## config.mk

```make
export PLATFORM = sky130hd
export DESIGN_NAME = id_unit_flat
export DESIGN_NICKNAME = d
export VERILOG_FILES = /design/src/rtl/id_unit_if.sv /design/src/rtl/id_unit.sv /design/src/flat_wrapper.sv
export SDC_FILE = /design/constraint.sdc
export NUM_CORES = 1
export LEC_CHECK = 0
export BUFFER_PORTS_ARGS = -buffer_cell sky130_fd_sc_hd__buf_2
export CORE_MARGIN = 3
export CORE_UTILIZATION = 55
export CTS_BUF_LIST = sky130_fd_sc_hd__clkbuf_4
export DETAILED_ROUTE_END_ITERATION = 7
export PLACE_DENSITY_LB_ADDON = 0.12
export SKIP_LAST_GASP = 1
export SLEW_MARGIN = 20
export SYNTH_ARGS = -nofsm -noshare
export SYNTH_HDL_FRONTEND = slang
export SYNTH_SLANG_ARGS = --single-unit
```

## constraint.sdc

```tcl
create_clock -name clk -period 2.08 [get_ports clk]
set_input_delay 0.416 -clock clk [delete_from_list [all_inputs] [get_ports clk]]
set_output_delay 0.416 -clock clk [all_outputs]
set_load 0.02 [all_outputs]
```

## src/rtl/id_unit_if.sv

```systemverilog
// id_unit_if: bundles the fetch, writeback and ID/EX signals of the
// instruction-decode stage. The slave modport is the decode unit itself;
// the master modport is whatever feeds it (fetch/writeback) and consumes
// its ID/EX register and redirect outputs.
interface id_unit_if;
    // fetch and writeback side
    logic [19:0] instr_in;
    logic [7:0]  npc_in;
    logic        wb_en;
    logic [3:0]  wb_addr;
    logic [7:0]  wb_data;
    // redirect to fetch
    logic        jump_selector;
    logic [7:0]  jump_address;
    // ID/EX register
    logic        ex_valid;
    logic [3:0]  ex_op;
    logic [3:0]  ex_rd;
    logic [7:0]  ex_a;
    logic [7:0]  ex_b;
    logic [7:0]  ex_sdata;
    logic [7:0]  ex_npc;
    logic        illegal;

    modport master (
        output instr_in, npc_in, wb_en, wb_addr, wb_data,
        input  jump_selector, jump_address, ex_valid, ex_op, ex_rd,
               ex_a, ex_b, ex_sdata, ex_npc, illegal
    );

    modport slave (
        input  instr_in, npc_in, wb_en, wb_addr, wb_data,
        output jump_selector, jump_address, ex_valid, ex_op, ex_rd,
               ex_a, ex_b, ex_sdata, ex_npc, illegal
    );
endinterface

```

## src/rtl/id_unit.sv

```systemverilog
// id_unit: instruction decode stage with a 16x8 register file.
// Decodes one 20-bit instruction per cycle into the ID/EX register,
// resolves JMP/BEQZ here and raises a one-cycle redirect pulse, squashing
// the instruction that sits in the slot behind a taken jump.
// Optional feature: define ID_BYPASS_EN to forward the concurrent
// writeback value to register reads (write-first); undefined, reads see
// the register contents before the write.
module id_unit (
    input  logic   clk,
    input  logic   rst_n,
    id_unit_if.slave bus
);
    localparam logic [3:0] OP_NOP  = 4'd0;
    localparam logic [3:0] OP_ADD  = 4'd1;
    localparam logic [3:0] OP_SUB  = 4'd2;
    localparam logic [3:0] OP_AND  = 4'd3;
    localparam logic [3:0] OP_OR   = 4'd4;
    localparam logic [3:0] OP_ADDI = 4'd5;
    localparam logic [3:0] OP_LD   = 4'd6;
    localparam logic [3:0] OP_ST   = 4'd7;
    localparam logic [3:0] OP_JMP  = 4'd8;
    localparam logic [3:0] OP_BEQZ = 4'd9;

    // register file; must be flops since reset clears every entry
    logic [7:0] regs_reg [16];

    // three read ports: 0 = rs1 [11:8], 1 = rs2 [7:4], 2 = store source [15:12]
    logic [3:0] rd_addr [3];
    logic [7:0] rd_val  [3];

    assign rd_addr[0] = bus.instr_in[11:8];
    assign rd_addr[1] = bus.instr_in[7:4];
    assign rd_addr[2] = bus.instr_in[15:12];

    genvar gi;
    generate
        for (gi = 0; gi < 3; gi++) begin : g_read
`ifdef ID_BYPASS_EN
            // r0 is hard zero; otherwise a same-cycle writeback wins
            assign rd_val[gi] = (rd_addr[gi] == 4'd0) ? 8'h00 :
                                (bus.wb_en && (bus.wb_addr == rd_addr[gi])) ? bus.wb_data :
                                regs_reg[rd_addr[gi]];
`else
            // r0 is hard zero; otherwise the value stored before this edge
            assign rd_val[gi] = (rd_addr[gi] == 4'd0) ? 8'h00 : regs_reg[rd_addr[gi]];
`endif
        end
    endgenerate

    // writeback into the register file; r0 never written
    always_ff @(posedge clk or negedge rst_n) begin
        if (!rst_n) begin
            for (int i = 0; i < 16; i++) begin
                regs_reg[i] <= 8'h00;
            end
        end else if (bus.wb_en && (bus.wb_addr != 4'd0)) begin
            regs_reg[bus.wb_addr] <= bus.wb_data;
        end
    end

    logic       jump_sel_reg, jump_sel_next;
    logic [7:0] jump_addr_reg, jump_addr_next;
    logic       illegal_reg, illegal_next;
    logic       ex_valid_reg, ex_valid_next;
    logic [3:0] ex_op_reg, ex_op_next;
    logic [3:0] ex_rd_reg, ex_rd_next;
    logic [7:0] ex_a_reg, ex_a_next;
    logic [7:0] ex_b_reg, ex_b_next;
    logic [7:0] ex_sdata_reg, ex_sdata_next;
    logic [7:0] ex_npc_reg, ex_npc_next;

    logic [3:0] op;
    assign op = bus.instr_in[19:16];

    // decode: the slot behind a redirect pulse is squashed to a bubble
    always_comb begin
        jump_sel_next  = 1'b0;
        jump_addr_next = 8'h00;
        illegal_next   = 1'b0;
        ex_valid_next  = 1'b0;
        ex_op_next     = OP_NOP;
        ex_rd_next     = 4'd0;
        ex_a_next      = 8'h00;
        ex_b_next      = 8'h00;
        ex_sdata_next  = 8'h00;
        ex_npc_next    = bus.npc_in;
        if (!jump_sel_reg) begin
            case (op)
                OP_NOP: ;
                OP_ADD, OP_SUB, OP_AND, OP_OR: begin
                    ex_valid_next = 1'b1;
                    ex_op_next    = op;
                    ex_rd_next    = bus.instr_in[15:12];
                    ex_a_next     = rd_val[0];
                    ex_b_next     = rd_val[1];
                end
                OP_ADDI, OP_LD: begin
                    ex_valid_next = 1'b1;
                    ex_op_next    = op;
                    ex_rd_next    = bus.instr_in[15:12];
                    ex_a_next     = rd_val[0];
                    ex_b_next     = bus.instr_in[7:0];
                end
                OP_ST: begin
                    // [15:12] is the data source, not a destination
                    ex_valid_next = 1'b1;
                    ex_op_next    = op;
                    ex_a_next     = rd_val[0];
                    ex_b_next     = bus.instr_in[7:0];
                    ex_sdata_next = rd_val[2];
                end
                OP_JMP: begin
                    ex_valid_next  = 1'b1;
                    ex_op_next     = op;
                    jump_sel_next  = 1'b1;
                    jump_addr_next = bus.instr_in[7:0];
                end
                OP_BEQZ: begin
                    ex_valid_next = 1'b1;
                    ex_op_next    = op;
                    if (rd_val[0] == 8'h00) begin
                        jump_sel_next  = 1'b1;
                        jump_addr_next = bus.instr_in[7:0];
                    end
                end
                default: begin
                    // reserved opcode: bubble plus one-cycle flag
                    illegal_next = 1'b1;
                end
            endcase
        end
    end

    // ID/EX and redirect registers
    always_ff @(posedge clk or negedge rst_n) begin
        if (!rst_n) begin
            jump_sel_reg  <= 1'b0;
            jump_addr_reg <= 8'h00;
            illegal_reg   <= 1'b0;
            ex_valid_reg  <= 1'b0;
            ex_op_reg     <= 4'd0;
            ex_rd_reg     <= 4'd0;
            ex_a_reg      <= 8'h00;
            ex_b_reg      <= 8'h00;
            ex_sdata_reg  <= 8'h00;
            ex_npc_reg    <= 8'h00;
        end else begin
            jump_sel_reg  <= jump_sel_next;
            jump_addr_reg <= jump_addr_next;
            illegal_reg   <= illegal_next;
            ex_valid_reg  <= ex_valid_next;
            ex_op_reg     <= ex_op_next;
            ex_rd_reg     <= ex_rd_next;
            ex_a_reg      <= ex_a_next;
            ex_b_reg      <= ex_b_next;
            ex_sdata_reg  <= ex_sdata_next;
            ex_npc_reg    <= ex_npc_next;
        end
    end

    assign bus.jump_selector = jump_sel_reg;
    assign bus.jump_address  = jump_addr_reg;
    assign bus.illegal       = illegal_reg;
    assign bus.ex_valid      = ex_valid_reg;
    assign bus.ex_op         = ex_op_reg;
    assign bus.ex_rd         = ex_rd_reg;
    assign bus.ex_a          = ex_a_reg;
    assign bus.ex_b          = ex_b_reg;
    assign bus.ex_sdata      = ex_sdata_reg;
    assign bus.ex_npc        = ex_npc_reg;
endmodule

```

## src/flat_wrapper.sv

```systemverilog
// flat-port wrapper written by rule: the top's interface ports become plain ports
module id_unit_flat 
  (clk, rst_n, bus_instr_in, bus_npc_in, bus_wb_en, bus_wb_addr, bus_wb_data, bus_jump_selector, bus_jump_address, bus_ex_valid, bus_ex_op, bus_ex_rd, bus_ex_a, bus_ex_b, bus_ex_sdata, bus_ex_npc, bus_illegal);
  id_unit_if bus_i ();
  input  logic clk;
  input  logic rst_n;
  input wire logic [$bits(bus_i.instr_in)-1:0] bus_instr_in;
  input wire logic [$bits(bus_i.npc_in)-1:0] bus_npc_in;
  input wire logic [$bits(bus_i.wb_en)-1:0] bus_wb_en;
  input wire logic [$bits(bus_i.wb_addr)-1:0] bus_wb_addr;
  input wire logic [$bits(bus_i.wb_data)-1:0] bus_wb_data;
  output wire logic [$bits(bus_i.jump_selector)-1:0] bus_jump_selector;
  output wire logic [$bits(bus_i.jump_address)-1:0] bus_jump_address;
  output wire logic [$bits(bus_i.ex_valid)-1:0] bus_ex_valid;
  output wire logic [$bits(bus_i.ex_op)-1:0] bus_ex_op;
  output wire logic [$bits(bus_i.ex_rd)-1:0] bus_ex_rd;
  output wire logic [$bits(bus_i.ex_a)-1:0] bus_ex_a;
  output wire logic [$bits(bus_i.ex_b)-1:0] bus_ex_b;
  output wire logic [$bits(bus_i.ex_sdata)-1:0] bus_ex_sdata;
  output wire logic [$bits(bus_i.ex_npc)-1:0] bus_ex_npc;
  output wire logic [$bits(bus_i.illegal)-1:0] bus_illegal;
  assign bus_i.instr_in = bus_instr_in;
  assign bus_i.npc_in = bus_npc_in;
  assign bus_i.wb_en = bus_wb_en;
  assign bus_i.wb_addr = bus_wb_addr;
  assign bus_i.wb_data = bus_wb_data;
  assign bus_jump_selector = bus_i.jump_selector;
  assign bus_jump_address = bus_i.jump_address;
  assign bus_ex_valid = bus_i.ex_valid;
  assign bus_ex_op = bus_i.ex_op;
  assign bus_ex_rd = bus_i.ex_rd;
  assign bus_ex_a = bus_i.ex_a;
  assign bus_ex_b = bus_i.ex_b;
  assign bus_ex_sdata = bus_i.ex_sdata;
  assign bus_ex_npc = bus_i.ex_npc;
  assign bus_illegal = bus_i.illegal;
  id_unit u_core (.clk(clk), .rst_n(rst_n), .bus(bus_i));
endmodule
```

# After elaboration in Yosys (flattened, before gate mapping)
# Cells that the tools add are included.
# W data, S select, Z words.
# totals
ff_bits,179
in_bits,43
out_inout_bits,51
wordCells,93
# op_classes
n_lt_le_gt_ge,5
eq_ne,9
mux,35
bitwise,4
reduce_logical,14
# op_table
cell,count
$mux W8,17
$bwmux W128,1
$bmux W8 S4,3
$demux W8 S4,1
$pmux W8 S2,2
$ge A5 B5 Y1 const B,4
$not A4 Y5,4
$eq A4 B3 Y1 const B,4
$logic_not A4 Y1,4
$mux W4,4
$reduce_or A10 Y1,1
$reduce_or A9 Y1,1
$eq A4 B2 Y1 const B,2
$eq A4 B4 Y1 const B,2
$logic_not A8 Y1,1
$reduce_or A7 Y1,1
$mux W1,6
$reduce_or A6 Y1,1
$lt A5 B1 Y1 const B,1
$eq A4 B1 Y1 const B,1
$reduce_bool A4 Y1,1
$reduce_or A4 Y1,1
$reduce_or A3 Y1,1
$logic_and A1 B1 Y1,2
$pmux W1 S2,1

# Logic depth before layout (Yosys ltp)
# Gate-level depths: netlist of run 1.
# depth
ltp_word,9
depth_mapped,8
mapped_depth_nobuf,6

# Least setup slack after synthesis of run 1
# OpenSTA, ideal clock, no wires.
# synth_path
kind,input to register
startpoint,input port bus_instr_in[12]
endpoint,register u_core.ex_sdata_reg[4] (netlist: u_core.bus.ex_sdata[4])
arrival_ns,2.146
required_ns,1.951
slack_ns,-0.195
path_stages,5
n_path_buf,2
cell_sequence,clkbuf_1 > buf_2 > mux4_2 > mux4_2 > nor2b_1
# synth_between
elab_chain_len,7
elab_cells_between_ends,8
# synth_lines
item,line_no,rtl
from (decl),flat_wrapper.sv:7,input wire logic [$bits(bus_i.instr_in)-1:0] bus_instr_in;
$not A4 Y5 (implied by the code),id_unit.sv:45,assign rd_val[gi] = (rd_addr[gi] == 4'd0) ? 8'h00 : regs_reg[rd_addr[gi]];
$bmux W8 S4,id_unit.sv:45,
$mux W8 (implied by the code) (2 in series),id_unit.sv:45,
$mux W8 *,id_unit.sv:45,
$mux W8 *,id_unit.sv:88,case (op)
$mux W8 *,id_unit.sv:87,if (!jump_sel_reg) begin
named net u_core.ex_sdata_next[4],id_unit.sv:69,"logic [7:0] ex_sdata_reg, ex_sdata_next;"
to (signal assigned),id_unit.sv:156,ex_sdata_reg <= ex_sdata_next;
to (decl),id_unit.sv:69,
# The timed path passes the listed nets; every way through them passes the cells marked *. The select of a mux whose other input is x is not followed.
# A chain may end at the register's enable or synchronous reset.

# Worst setup path in the final report of run 1
# layout_path
startpoint,register u_core.regs_reg[15] (netlist bit)
endpoint,register u_core.jump_addr_reg[7] (netlist: u_core.bus.jump_address[7])
# layout_between
elab_chain_len,8
# layout_lines
item,line_no,rtl
from (decl),id_unit.sv:25,logic [7:0] regs_reg [16];
"from (signal, indexed assignment)",id_unit.sv:57,regs_reg[bus.wb_addr] <= bus.wb_data;
$bmux W8 S4,id_unit.sv:45,
$mux W8 (implied by the code) (2 in series),id_unit.sv:45,
$mux W8,id_unit.sv:45,
$logic_not A8 Y1,id_unit.sv:121,if (rd_val[0] == 8'h00) begin
$mux W8,id_unit.sv:121,
$pmux W8 S2,id_unit.sv:88,
$mux W8,id_unit.sv:87,
named net u_core.jump_addr_next[7],id_unit.sv:62,"logic [7:0] jump_addr_reg, jump_addr_next;"
to (signal assigned),id_unit.sv:149,jump_addr_reg <= jump_addr_next;
to (decl),id_unit.sv:62,
# The timed path passes the listed nets, and every way through them passes these cells. The select of a mux whose other input is x is not followed.

==> impl_metrics.tcl, run 1 <==
set metrics [dict create \
    clkTransAtPathRegs_ns 0.15 \
    yosysUniqueCellTypes 55 \
    cts.sinks 179 \
    seq_area_um2 4480 \
    grt_use_met1 0.404 \
    max_freq_mhz 471 \
    vias_per_cell 6.56 \
    synth_edf_count 0 \
    grt_pass1_wl_mm 42.0 \
    slew-limit-headroom 0.581 \
    port_buffers 93 \
    critical_path_buf_inv_count 1 \
    start_kind "flip-flop" \
    max-cap-violations 0 \
    dieWidth_um 139 \
    drc 0 \
    clockBufferDepth 2 \
    yosys-top-cells-count "179 x dfrtp_1, 125 x mux2_2, 93 x mux4_2, 38 x mux2i_1, 36 x clkbuf_1" \
    synthCells 660 \
    hp-class "primary input to flip-flop" \
    netlist.top_cell.by_area "dfrtp_1" \
    finalSetupViolCount 2 \
    reg2reg_from "u_core.regs_reg[15]" \
    async_reset_ff_frac 1.00 \
    wl_per_cell_um 26.0 \
    final_cells 1035 \
    critical-path-max-stage-delay_ns 0.47 \
    clk_latency_ns 0.58 \
    cp_cell_sequence "mux4_2 > nor3_1 > nor4_2 > buf_4 > o21ai_2 > o22ai_4 > nor4b_4" \
    ys_ff_latch 179 \
    pwr-share-clk 0.222 \
    seqPwrFrac 0.497 \
    grtUsageMet2 0.444 \
    skew_ns 0.0111 \
    final_hold_viol_count 0 \
    peakVddDrop_v 0.000546 \
    fin_hold_ws_ns 0.107 \
    period_minus_slack_ns 2.12 \
    p_per_area_nw_per_um2 832 \
    drive_above_1_share 0.528 \
    cp_top_family "simple AND/OR/NAND/NOR gates" \
    synth.area.top_cells "dfrtp_1 46%, mux4_2 21%, mux2_2 14%" \
    hold_depth 3 \
    setup_ws_ns -0.0447 \
    grt_max_degree 57 \
    grt_pass1_vias 7004 \
    outcome "complete, but fails checks" \
    syn_to_final_growth_pct 16.4 \
    violations "negative setup slack" \
    nFillCells 1241 \
    critPathSlowestCell "mux4_2" \
    yosys_warnings 0 \
    nets 838 \
    grt_antenna_before_repair 1 \
    pin_count 94 \
    dp_hpwl_mm 18.8 \
    clock-root-buffer "clkbuf_4" \
    grtUsageMet3 0.0674 \
    pwr-share-comb 0.281 \
    die-area_um2 19400 \
    wirelength_mm 26.9 \
    finalSetupTns_ns -0.0525 \
    power_leakage_nw 5.02 \
    syn_nets 703 \
    p_sw_frac 0.313 \
    rsz0062_at_grt "true" \
    drt_iter0_drc 692 \
    crit_required_ns 2.59 \
    grt-busiest-layer "met2" \
    hold_path.startpoint "bus_instr_in[1]" \
    dp_cells 989 \
    synth_most_common_cell "dfrtp_1" \
    initial_core_util 0.563 \
    largest_reg_flops 128 \
    cts_htree_levels 4 \
    yosys_most_used_dff "dfrtp_1" \
    p_int_mw 6.50 \
    report.final.slew_viol_count 0 \
    grt_overflow 0 \
    place.gp.congestion 0.960 \
    synth_top_area_share 0.458 \
    rrSetupSlack_ns -0.04 \
    reg2reg_depth 7 \
    end_kind "flip-flop" \
    startpoint "u_core.regs_reg[15]" \
    crit_type "flip-flop to flip-flop" \
    grtUsageTotal 0.285 \
    multi_input_area_um2 5060 \
    tightestPinTransition_ns 0.628 \
    cp_num_cells 7 \
    antenna_left 0 \
    num_rows 48 \
    syn-cell-area_um2 9780 \
    die_h_um 139 \
    avgSynthCellArea_um2 14.8 \
    switching_power_mw 2.97 \
    firstDrtPassIters 5 \
    finalCritPeriodShare 1.02 \
    cp_max_fo 5 \
    synth-seq-area-share 0.458 \
    arrival_ns 2.63 \
    cts_tree "done" \
    cts_inserted_buffers 17 \
    core_um2 17400 \
    vias 6785 \
]
-- power by group through the flow --
| stage | Sequential [mW] | Clock (mW) | Combinational [mW] |
|---|---|---|---|
| floorplan | 4.59 | 0 | 1.84 |
| global placement | 4.68 | 0 | 2.53 |
| detailed placement | 4.74 | 0 | 2.61 |
| CTS | 4.67 | 2.16 | 2.65 |
| global route | 4.78 | 2.29 | 2.84 |
| finish | 4.70 | 2.10 | 2.66 |
-- through the flow --
| step | util | total power, mW | cell area, um^2 | setup slack, ns |
|---|---|---|---|---|
| 6_report | 0.656 | 9.47 | 11400 | -0.0447 |
| 2_1_floorplan | - | 6.43 | 9790 | -0.0332 |
| 5_1_grt | 0.656 | 9.91 | 11400 | -0.127 |
| 3_5_place_dp | 0.630 | 7.35 | 10900 | -0.358 |
| 3_3_place_gp | 0.630 | 7.21 | 10900 | -0.302 |
| 4_1_cts | 0.655 | 9.48 | 11400 | 0.00241 |
-- path summary, 6_finish.rpt --
path / to
max reg2reg: u_core.bus.jump_address[7]
max in group asynchronous: u_core.regs_reg[80]
min in group asynchronous: u_core.bus.ex_a[1]
min: u_core.bus.jump_address[1]
min reg2reg: u_core.regs_reg[123]
max: u_core.bus.jump_address[7]
-- final cells by class --
| cell class | instances | area share |
|---|---|---|
| well taps | 225 | 0.0247 |
| flip-flops and latches | 179 | 0.394 |
| multi-input cells | 422 | 0.445 |
| repair buffers | 171 | 0.108 |
| diodes | 2 | 0.000440 |
| inverters | 4 | 0.00132 |
| clock inverters | 15 | 0.0158 |
| clock buffers | 17 | 0.0112 |
-- kinds of logic (layout without fill, tap and decap cells) --
group / count (synthesis) / in the layout / synth area share
AO/OA/AOI/OAI: 44 / 45 / 0.0362
buffers and inverters: 60 / 207 / 0.0267
flip-flops: 179 / 179 / 0.458
multiplexers: 260 / 260 / 0.407
other: 0 / 2 / 0
AND/OR/NAND/NOR: 117 / 117 / 0.0722
-- cells in the final DEF (no fill, tap or decap), drive strengths merged, types with 8 or more instances in the layout --
cell type / instances
nand2: 13
buf: 162
nor2: 22
mux4: 96
nor3: 8
dlygate4sd3: 9
and2: 11
mux2i: 38
clkbuf: 17
nand2b: 8
mux2: 126
dfrtp: 179
nor2b: 13
-- routing by layer --
metal,vias up,part of all wire
li1,2850,-
met1,3498,0.41
met2,384,0.48
met3,53,0.092
met4,0,0.023
met5,-,0
-- worst register-to-register path: stages, from the launching register on --
cell and delay [ns]:
dfrtp_1 0.44, mux4_2 0.47, nor3_1 0.19, nor4_2 0.06
buf_4 0.17, o21ai_2 0.27, o22ai_4 0.17, nor4b_4 0.28
-- repair_timing --
| action | CTS | global route |
|---|---|---|
| hold buffers | 9 | 0 |
| resized for setup | 2 | 2 |
| cloned | 1 | 0 |
| endpoints found under the setup margin | 1 | 9 |
| setup buffers | 1 | 1 |
| endpoints found under the hold margin | 60 | 0 |
| pin swaps | 2 | 2 |
Note: power is estimated with default switching activity, not from simulation.
==> run 2: changes to the inputs <==
==> constraint.sdc (replaced) <==
create_clock -name clk -period 2.3 [get_ports clk]
set_input_delay 0.46 -clock clk [delete_from_list [all_inputs] [get_ports clk]]
set_output_delay 0.46 -clock clk [all_outputs]
set_load 0.02 [all_outputs]
==> impl_metrics.tcl, run 2 (synthesized netlist as in run 1, its figures left out) <==
set metrics [dict create \
    clk_latency_ns 0.58 \
    grt_overflow 0 \
    pwr-share-comb 0.285 \
    wl_met1_mm 11.3 \
    cts_inserted_buffers 17 \
    clockBufferDepth 2 \
    placed_cell_area_um2 10800 \
    power_leakage_nw 4.92 \
    dp_hpwl_mm 19.3 \
    max_freq_mhz 470 \
    mostFrequentLayoutCells "179 x dfrtp_1, 125 x mux2_2, 93 x mux4_2, 92 x buf_2, 44 x buf_4" \
    pwr-share-clk 0.204 \
    holdPathEnd "u_core.bus.ex_op[2]" \
    wl_per_cell_um 26.5 \
    clock-root-buffer "clkbuf_4" \
    nets 822 \
    grt_max_degree 55 \
    pin_count 94 \
    tightestPinTransition_ns 0.788 \
    wl_met3_mm 2.46 \
    period_minus_slack_ns 2.13 \
    vias_per_cell 6.54 \
    grt_pass1_vias 6823 \
    max-cap-violations 0 \
    final_common_cell "dfrtp_1" \
    slew-limit-headroom 0.475 \
    rrSetupSlack_ns 0.17 \
    cts_htree_levels 4 \
    num_rows 48 \
    p_per_area_nw_per_um2 741 \
    crit_required_ns 2.79 \
    peakVddDrop_v 0.000460 \
    final_hold_viol_count 0 \
    antenna_left 0 \
    largest_reg_flops 128 \
    wirelength_mm 26.9 \
    drt_iter0_drc 760 \
    dp_cells 976 \
    power_mw 8.27 \
    seqPwrFrac 0.512 \
    detailedPlace.worstSlack_ns -0.172 \
    fin_util 0.643 \
    skew_ns 0.0159 \
    grt_pass1_wl_mm 41.3 \
    hp-class "primary input to flip-flop" \
    p_int_mw 5.62 \
    grt_antenna_before_repair 1 \
    reg2reg_depth 5 \
    vias 6654 \
    drive_above_1_share 0.516 \
    hold_depth 2 \
    place.gp.congestion 0.931 \
    nFillCells 1323 \
    r2r-end "u_core.bus.jump_address[6]" \
    core_um2 17400 \
    firstDrtPassIters 5 \
    routed.top_layer "met4" \
    dieWidth_um 139 \
    p_sw_frac 0.320 \
    fin_hold_ws_ns 0.104 \
    initial_core_util 0.563 \
    report.final.slew_viol_count 0 \
    die-area_um2 19400 \
    finalCritPeriodShare 0.926 \
    clkTransAtPathRegs_ns 0.15 \
    final_cell_area_um2 11200 \
    final_cells 1018 \
    syn_to_final_growth_pct 14.2 \
    grtUsageTotal 0.285 \
    die_h_um 139 \
    port_buffers 93 \
    arrival_ns 2.62 \
    crit_type "flip-flop to flip-flop" \
    end_kind "flip-flop" \
    setup_ws_ns 0.171 \
    switching_power_mw 2.65 \
    reg2reg_from "u_core.regs_reg[32]" \
    rsz0062_at_grt "false" \
    cts_tree "done" \
    cts.sinks 179 \
    finalSetupViolCount 0 \
    post_cts_resized 0 \
    start_kind "flip-flop" \
    wl_met2_mm 12.5 \
    hold_path.startpoint "bus_instr_in[19]" \
    cp_max_fo 9 \
    finalSetupTns_ns 0 \
    outcome "finished, final reports clean" \
    drc 0 \
]
## run 2: worst max-delay path, cell delays in order (launching register included)
cell and delay (ns):
dfrtp_1 0.44, mux4_1 0.53, mux2_4 0.31, nor4_4 0.34, o22ai_4 0.19, nor4b_2 0.24
## run 2: per-layer routing
metal | vias to the layer above | global-route usage
met5 | - | 0
met1 | 3441 | 0.407
li1 | 2814 | -
met4 | 0 | 0.0762
met2 | 350 | 0.436
met3 | 49 | 0.0790
## run 2: area by class of cell
class | count | area, um^2 | share of cell area
diodes | 1 | 2.50 | 0.000224
multi-input cells | 421 | 5040 | 0.451
inverters | 4 | 15.0 | 0.00134
clock buffers | 17 | 128 | 0.0114
flip-flops and latches | 179 | 4480 | 0.401
well taps | 225 | 282 | 0.0252
repair buffers | 156 | 1090 | 0.0978
clock inverters | 15 | 134 | 0.0120
## run 2: how the worst max path moves through the flow
stage	to	start
2_1_floorplan	u_core.bus.ex_b[4]	bus_instr_in[4]
3_3_place_gp	u_core.bus.jump_address[6]	bus_instr_in[9]
3_5_place_dp	u_core.bus.jump_address[7]	bus_instr_in[9]
4_1_cts	u_core.bus.jump_address[7]	u_core.regs_reg[32]
5_1_grt	u_core.bus.jump_address[7]	u_core.regs_reg[32]
6_report	u_core.bus.jump_address[6]	u_core.regs_reg[32]
## run 2: power by group through the flow
stage                     clock network (mW)  logic [mW]  registers (mW)
after global routing                    1.88        2.50            4.30
after floorplan                            0        1.66            4.15
after detailed placement                   0        2.34            4.28
after global placement                     0        2.28            4.23
final                                   1.69        2.35            4.23
after CTS                               1.75        2.35            4.21
## run 2: what timing repair did
action                    4_1_cts  5_1_grt
hold endpoints to repair       49        0
hold buffers                    9        0
setup buffers                   0        0
